===== config.mk =====
export PLATFORM = sky130hd
export DESIGN_NAME = alu_sequencer
export DESIGN_NICKNAME = d
export VERILOG_FILES = /design/src/rtl/alu_sequencer_pkg.sv /design/src/rtl/alu_sequencer_inst_decode.sv /design/src/rtl/alu_sequencer.sv
export SDC_FILE = /design/constraint.sdc
export NUM_CORES = 1
export LEC_CHECK = 0
export BUFFER_PORTS_ARGS = -buffer_cell sky130_fd_sc_hd__buf_2
export CORE_MARGIN = 1
export CORE_UTILIZATION = 47
export CTS_CLUSTER_DIAMETER = 150
export CTS_CLUSTER_SIZE = 28
export DETAILED_ROUTE_END_ITERATION = 7
export GPL_ROUTABILITY_DRIVEN = 1
export PLACE_DENSITY = 0.79
export RECOVER_POWER = 50
export SETUP_SLACK_MARGIN = 0.2
export SLEW_MARGIN = 20
export SYNTH_ARGS = -nofsm -noshare
export SYNTH_HDL_FRONTEND = slang
export SYNTH_SLANG_ARGS = --single-unit

===== constraint.sdc =====
create_clock -name clk -period 2.47 [get_ports clk]
set_input_delay 0.247 -clock clk [delete_from_list [all_inputs] [get_ports clk]]
set_output_delay 0.247 -clock clk [all_outputs]
set_load 0.01 [all_outputs]

===== src/rtl/alu_sequencer_pkg.sv =====
// Shared types and encodings for the PIC16C5x ALU sequencer: ALU function codes,
// opcode patterns, phase encodings and the decode classes used by the sequencer.
package alu_sequencer_pkg;

  localparam int ALU_FUNC_WIDTH = 4;
  localparam int ALU_DATA_WIDTH = 8;

  typedef enum logic [ALU_FUNC_WIDTH-1:0] {
    ALU_IDLE = 4'd0,
    ALU_ADD  = 4'd1,
    ALU_SUB  = 4'd2,
    ALU_AND  = 4'd3,
    ALU_IOR  = 4'd4,
    ALU_XOR  = 4'd5,
    ALU_COM  = 4'd6,
    ALU_DEC  = 4'd7,
    ALU_INC  = 4'd8,
    ALU_MOV  = 4'd9,
    ALU_RLF  = 4'd10,
    ALU_RRF  = 4'd11,
    ALU_SWAP = 4'd12,
    ALU_BCF  = 4'd13,
    ALU_BSF  = 4'd14
  } alu_func_e;

  // Byte-oriented file ops, matched on inst[11:6]
  localparam logic [5:0] OP_ADDWF  = 6'b000111;
  localparam logic [5:0] OP_SUBWF  = 6'b000010;
  localparam logic [5:0] OP_ANDWF  = 6'b000101;
  localparam logic [5:0] OP_IORWF  = 6'b000100;
  localparam logic [5:0] OP_XORWF  = 6'b000110;
  localparam logic [5:0] OP_COMF   = 6'b001001;
  localparam logic [5:0] OP_DECF   = 6'b000011;
  localparam logic [5:0] OP_DECFSZ = 6'b001011;
  localparam logic [5:0] OP_INCF   = 6'b001010;
  localparam logic [5:0] OP_INCFSZ = 6'b001111;
  localparam logic [5:0] OP_MOVF   = 6'b001000;
  localparam logic [5:0] OP_RLF    = 6'b001101;
  localparam logic [5:0] OP_RRF    = 6'b001100;
  localparam logic [5:0] OP_SWAPF  = 6'b001110;

  // Bit and literal ops, matched on inst[11:8]
  localparam logic [3:0] OP_BCF   = 4'b0100;
  localparam logic [3:0] OP_BSF   = 4'b0101;
  localparam logic [3:0] OP_BTFSC = 4'b0110;
  localparam logic [3:0] OP_BTFSS = 4'b0111;
  localparam logic [3:0] OP_ANDLW = 4'b1110;
  localparam logic [3:0] OP_IORLW = 4'b1101;
  localparam logic [3:0] OP_XORLW = 4'b1111;

  localparam logic [1:0] PH_Q1 = 2'd0;
  localparam logic [1:0] PH_Q2 = 2'd1;
  localparam logic [1:0] PH_Q3 = 2'd2;
  localparam logic [1:0] PH_Q4 = 2'd3;

  typedef enum logic [2:0] {ST_IDLE, ST_Q1, ST_Q2, ST_Q3, ST_Q4} state_e;

  // WR_DEST picks f or W from the d bit; WR_F / WR_W are fixed destinations
  typedef enum logic [1:0] {WR_NONE, WR_DEST, WR_F, WR_W} wr_class_e;

  typedef enum logic [1:0] {SK_NONE, SK_ZERO, SK_BIT_CLR, SK_BIT_SET} skip_class_e;

endpackage


===== src/rtl/alu_sequencer_inst_decode.sv =====
// Combinational instruction decode: maps a 12-bit instruction word to the ALU
// function plus its write, status and skip classes.
module inst_decode
  import alu_sequencer_pkg::*;
(
  input  logic [11:0]               inst,
  output logic [ALU_FUNC_WIDTH-1:0] func,
  output logic [1:0]                wr_class,
  output logic                      status_wr,
  output logic [1:0]                skip_class,
  output logic                      lit_op
);

  always_comb begin
    // NOTE: every output gets a default first so no path can infer a latch.
    func       = ALU_IDLE;
    wr_class   = WR_NONE;
    status_wr  = 1'b0;
    skip_class = SK_NONE;
    lit_op     = 1'b0;
    case (inst[11:6])
      OP_ADDWF:  begin func = ALU_ADD;  wr_class = WR_DEST; status_wr = 1'b1; end
      OP_SUBWF:  begin func = ALU_SUB;  wr_class = WR_DEST; status_wr = 1'b1; end
      OP_ANDWF:  begin func = ALU_AND;  wr_class = WR_DEST; status_wr = 1'b1; end
      OP_IORWF:  begin func = ALU_IOR;  wr_class = WR_DEST; status_wr = 1'b1; end
      OP_XORWF:  begin func = ALU_XOR;  wr_class = WR_DEST; status_wr = 1'b1; end
      OP_COMF:   begin func = ALU_COM;  wr_class = WR_DEST; status_wr = 1'b1; end
      OP_DECF:   begin func = ALU_DEC;  wr_class = WR_DEST; status_wr = 1'b1; end
      OP_INCF:   begin func = ALU_INC;  wr_class = WR_DEST; status_wr = 1'b1; end
      OP_MOVF:   begin func = ALU_MOV;  wr_class = WR_DEST; status_wr = 1'b1; end
      OP_RLF:    begin func = ALU_RLF;  wr_class = WR_DEST; status_wr = 1'b1; end
      OP_RRF:    begin func = ALU_RRF;  wr_class = WR_DEST; status_wr = 1'b1; end
      OP_SWAPF:  begin func = ALU_SWAP; wr_class = WR_DEST; end
      // Skip-on-zero variants reuse DEC/INC but leave STATUS untouched
      OP_DECFSZ: begin func = ALU_DEC;  wr_class = WR_DEST; skip_class = SK_ZERO; end
      OP_INCFSZ: begin func = ALU_INC;  wr_class = WR_DEST; skip_class = SK_ZERO; end
      default: begin
        case (inst[11:8])
          OP_BCF:   begin func = ALU_BCF; wr_class = WR_F; end
          OP_BSF:   begin func = ALU_BSF; wr_class = WR_F; end
          OP_BTFSC: begin func = ALU_MOV; skip_class = SK_BIT_CLR; end
          OP_BTFSS: begin func = ALU_MOV; skip_class = SK_BIT_SET; end
          OP_ANDLW: begin func = ALU_AND; wr_class = WR_W; status_wr = 1'b1; lit_op = 1'b1; end
          OP_IORLW: begin func = ALU_IOR; wr_class = WR_W; status_wr = 1'b1; lit_op = 1'b1; end
          OP_XORLW: begin func = ALU_XOR; wr_class = WR_W; status_wr = 1'b1; lit_op = 1'b1; end
          default:  ;
        endcase
      end
    endcase
  end

endmodule


===== src/rtl/alu_sequencer.sv =====
// Four-phase (Q1..Q4) PIC16C5x instruction sequencer: latches an instruction,
// drives ALU/file control per phase and squashes the instruction after a taken skip.
module alu_sequencer
  import alu_sequencer_pkg::*;
(
  input  logic                      clk,
  input  logic                      rst,
  input  logic [11:0]               inst,
  input  logic                      inst_valid,
  output logic                      inst_ready,
  input  logic [ALU_DATA_WIDTH-1:0] alu_result,
  output logic [ALU_FUNC_WIDTH-1:0] func,
  output logic                      alu_en,
  output logic [2:0]                bit_sel,
  output logic [7:0]                lit,
  output logic [4:0]                f_addr,
  output logic                      f_rd_en,
  output logic                      f_wr_en,
  output logic                      w_wr_en,
  output logic                      status_wr_en,
  output logic                      skip,
  output logic [1:0]                q_phase,
  output logic                      busy
);

  state_e      state, state_next;
  logic [11:0] inst_q;
  logic        skip_pending;
  logic        squash;
  logic [1:0]  wr_class;
  logic        status_wr;
  logic [1:0]  skip_class;
  logic        lit_op;
  logic        accept;
  logic        skip_hit;
  logic        skip_live;
  logic        exec;

  inst_decode u_decode (
    .inst       (inst_q),
    .func       (func),
    .wr_class   (wr_class),
    .status_wr  (status_wr),
    .skip_class (skip_class),
    .lit_op     (lit_op)
  );

  assign inst_ready = (state == ST_IDLE) || (state == ST_Q4);
  assign accept     = inst_valid & inst_ready;
  assign busy       = (state != ST_IDLE);
  assign skip       = squash & busy;
  assign bit_sel    = inst_q[7:5];
  assign lit        = inst_q[7:0];
  assign f_addr     = inst_q[4:0];
  // Enables are gated by rst so an aborted instruction never pulses in the reset cycle
  assign exec       = ~squash & ~rst;
  // A squashed instruction in Q4 consumes the pending skip, so a follower accepted now runs
  assign skip_live  = skip_pending & ~((state == ST_Q4) & squash);

  always_comb begin
    skip_hit = 1'b0;
    case (skip_class)
      SK_ZERO:    skip_hit = (alu_result == '0);
      SK_BIT_CLR: skip_hit = ~alu_result[bit_sel];
      SK_BIT_SET: skip_hit = alu_result[bit_sel];
      default:    skip_hit = 1'b0;
    endcase
  end

  // NOTE: sequential state uses non-blocking assignments so every register samples pre-edge values.
  always_ff @(posedge clk) begin
    if (rst) begin
      state        <= ST_IDLE;
      inst_q       <= '0;
      skip_pending <= 1'b0;
      squash       <= 1'b0;
    end else begin
      state <= state_next;
      if (accept) begin
        inst_q <= inst;
        squash <= skip_live;
      end
      if ((state == ST_Q3) && !squash)
        skip_pending <= skip_hit;
      else if ((state == ST_Q4) && squash)
        skip_pending <= 1'b0;
    end
  end

  always_comb begin
    state_next   = state;
    q_phase      = PH_Q1;
    f_rd_en      = 1'b0;
    alu_en       = 1'b0;
    f_wr_en      = 1'b0;
    w_wr_en      = 1'b0;
    status_wr_en = 1'b0;
    case (state)
      ST_IDLE: if (accept) state_next = ST_Q1;
      ST_Q1: begin
        state_next = ST_Q2;
        q_phase    = PH_Q1;
      end
      ST_Q2: begin
        state_next = ST_Q3;
        q_phase    = PH_Q2;
        f_rd_en    = exec & (func != ALU_IDLE) & ~lit_op;
      end
      ST_Q3: begin
        state_next = ST_Q4;
        q_phase    = PH_Q3;
        alu_en     = exec & (func != ALU_IDLE);
      end
      ST_Q4: begin
        state_next   = accept ? ST_Q1 : ST_IDLE;
        q_phase      = PH_Q4;
        status_wr_en = exec & status_wr;
        if (exec) begin
          case (wr_class)
            WR_DEST: begin
              f_wr_en = inst_q[5];
              w_wr_en = ~inst_q[5];
            end
            WR_F:    f_wr_en = 1'b1;
            WR_W:    w_wr_en = 1'b1;
            default: ;
          endcase
        end
      end
      default: state_next = ST_IDLE;
    endcase
  end

endmodule


==> impl_metrics.toml <==
[outcome]
status = "finished, final reports clean"

[synth]
synthTopCellsByArea = "dfxtp_1 (27%), buf_4 (9.6%), nand2_1 (9.6%)"
synth_fp_nets = 202
ys_seq_area_frac = 0.271
ys_ff_latch = 17
synth_top_area_share = 0.271
async_flop_share = 0
yosysTopAreaCell = "dfxtp_1"
synth_ff_type = "dfxtp_1"
syn_area_um2 = 1250
syn_avg_cell_area_um2 = 7.12
synth_edf_count = 0
yosysWarnings = 0
synth_cells = 176
synth_cell_type_count = 39

[worst_setup_path]
critPathTopFamily = "flip-flops"
crit_fanout = 8
endpoint_kind = "output port"
cp_slowest_cell = "dfxtp_1"
required_ns = 2.22
crit_path_max_incr_delay_ns = 0.48
worstPathCellList = "inv_2 -> a21boi_1 -> a31oi_4 -> inv_1 -> ha_1 -> nor3_1 -> buf_2"
worst-path-buf-inv = 3
crit_type = "reg2out"
critPathLaunchType = "register"
cp.arrival_ns = 1.90

[floorplan]
core_um2 = 2500
start_util = 0.502
fp.dieW_um = 53.6
die_area_um2 = 2880
num_io_pins = 53
rows = 18
die_h_um = 53.6

[detailed_routing]
drtIter0Drc = 34
wirelength_mm = 2.83
drtAntennaViolNets = 0
drtPass1Iterations = 4
drc = 0
viasPerCell = 5.46
routedWlPerCell_um = 12.0
num_vias = 1289

[global_route]
grt_first_pass_wirelength_mm = 4.50
grt_max_degree = 20
track_usage = 0.218
gr-total-overflow = 0
grt_pass1_vias = 1009
grt_antenna_before_repair = 0

[cells_and_area]
instances_no_fill = 236
drive_gt1_frac = 0.218
layout_commonest_cell = "buf_2"
diodes = 0
nets = 233
final_cell_mix = "buf_2 (34), nand2_1 (32), a21oi_1 (20), clkbuf_1 (19), dfxtp_1 (13)"
synthToLayoutAreaGrowth_pct = 13.7

[timing]
maxClockFrequency_ghz = 0.466
finalHoldWorstSlack_ns = 0.179
setup_viol = 0
hold_viol_final = 0
fin_tns_setup_ns = 0
maxSlewViolCount = 0
fin_crit_sh = 0.869
worst-slew-pin-transition_ns = 0.437
fin_crit_ns = 2.15
rsz0062_at_grt = "false"
maxSlewHeadroom = 0.708
clock_skew_ns = 0.00189

[placement]
placedCellCount = 232
hpwlAfterDp_mm = 2.10
port_buffers = 52
place.gp.congestion = 0.912

[power_and_ir_drop]
swShare = 0.379
switchingPower_uw = 288
leakagePower_uw = 0.000609
seq_power_share = 0.449
intPower_uw = 473
power_density_nw_per_um2 = 534
clockPowerShare = 0.195
power_frac_comb = 0.355
irDropWorstVdd_mv = 0.371

[clock_tree]
clock-sinks = 17
clk_path_buf_depth = 2
insertion_delay_ns = 0.29
clk_pin_slew_ns = 0.09
cts_tree = "yes"
numCtsBuffers = 3
cts_setup_buffers = 0
htreeDepth = 1
cts_root_buf = "clkbuf_4"

[run]
maxCapViolations = 0

[min_path]
hold_class = "in2reg"
==> worst register-to-register path: stages, from the launching register on <==
cell,delay [ns]
dfxtp_1,0.48
mux4_1,0.59
mux2i_1,0.19
a2111oi_1,0.11
a41oi_1,0.22
o21ai_1,0.09
==> cells by family (layout without fill, tap and decap cells) <==
| family | count (synthesis) | count (layout) | synth area share |
|---|---|---|---|
| fa+ha+maj | 3 | 3 | 0.0299 |
| flops | 17 | 17 | 0.271 |
| compound gates | 42 | 42 | 0.205 |
| simple gates | 74 | 74 | 0.272 |
| xor+xnor | 2 | 2 | 0.0140 |
| buf+inv | 35 | 65 | 0.158 |
| mux | 3 | 3 | 0.0499 |
==> per-layer routing <==
layer  vias up  share of wire  track usage
met3         4          0.051       0.0424
li1        651              -            -
met4         0          0.012       0.0789
met5         -              0            0
met2        48           0.47        0.333
met1       586           0.46        0.301
==> cell usage after synthesis (2+ instances only) <==
cell and count:
nand2_1 32, a21oi_1 20, dfxtp_1 17, buf_4 16
nor2_1 11, nand3_1 8, clkbuf_1 6, inv_1 6
buf_2 5, nor3_1 5, nand2b_1 4, nor2b_1 4
a31oi_1 3, and2_1 3, ha_1 3, o21ai_1 3
a22oi_1 2, inv_2 2, mux4_1 2, nor4_1 2
o21ai_0 2, or3_1 2, xnor2_1 2
==> final cells by class <==
type / instances / area, um^2
fillers: 255 / 1070
multi-input cells: 124 / 738
flip-flops and latches: 17 / 348
repair buffers: 53 / 245
well taps: 30 / 37.5
inverters: 8 / 30.0
clock buffers: 4 / 26.3
==> registers in the layout, indices dropped and copies added (netlist names) <==
| name | cells |
|---|---|
| squash | 1 |
| state | 3 |
| inst_q | 12 |
| skip_pending | 1 |
==> final timing paths <==
path / start / endpoint / slack (ns) / depth (start not counted)
setup reg to reg: inst_q[5]$_SDFFE_PP0P_ / skip_pending$_SDFFE_PP0P_ / 0.69 / 5
setup / recovery: inst_q[7]$_SDFFE_PP0P_ / f_wr_en / 0.32 / 7
hold reg to reg: inst_q[2]$_SDFFE_PP0P_ / inst_q[2]$_SDFFE_PP0P_ / 0.47 / 2
hold / removal: inst[6] / inst_q[6]$_SDFFE_PP0P_ / 0.18 / 3
==> what timing repair did <==
| item | 4_1_cts | 5_1_grt |
|---|---|---|
| hold buffers | 0 | 0 |
| gates resized for setup | 3 | 7 |
| pin swaps | 0 | 0 |
| gates cloned | 0 | 0 |
| endpoints found under the setup margin | 3 | 3 |
==> through the flow <==
stage | cell area [um^2] | util | setup WS (ns) | total power [uW]
global placement | 1390 | 0.557 | 0.467 | 608
floorplan | 1250 | - | 0.458 | 554
CTS | 1430 | 0.571 | 0.216 | 764
finish | 1430 | 0.570 | 0.323 | 761
global route | 1430 | 0.570 | 0.162 | 827
detailed placement | 1390 | 0.557 | 0.369 | 614
==> power groups by stage <==
stage / Combinational (uW) / Clock (uW) / Sequential (uW)
after floorplan: 231 / 0 / 323
after global placement: 265 / 0 / 343
after detailed placement: 270 / 0 / 344
after CTS: 272 / 152 / 340
after global routing: 308 / 170 / 348
final: 271 / 149 / 342
No activity file was read; power rests on OpenSTA's default activity.
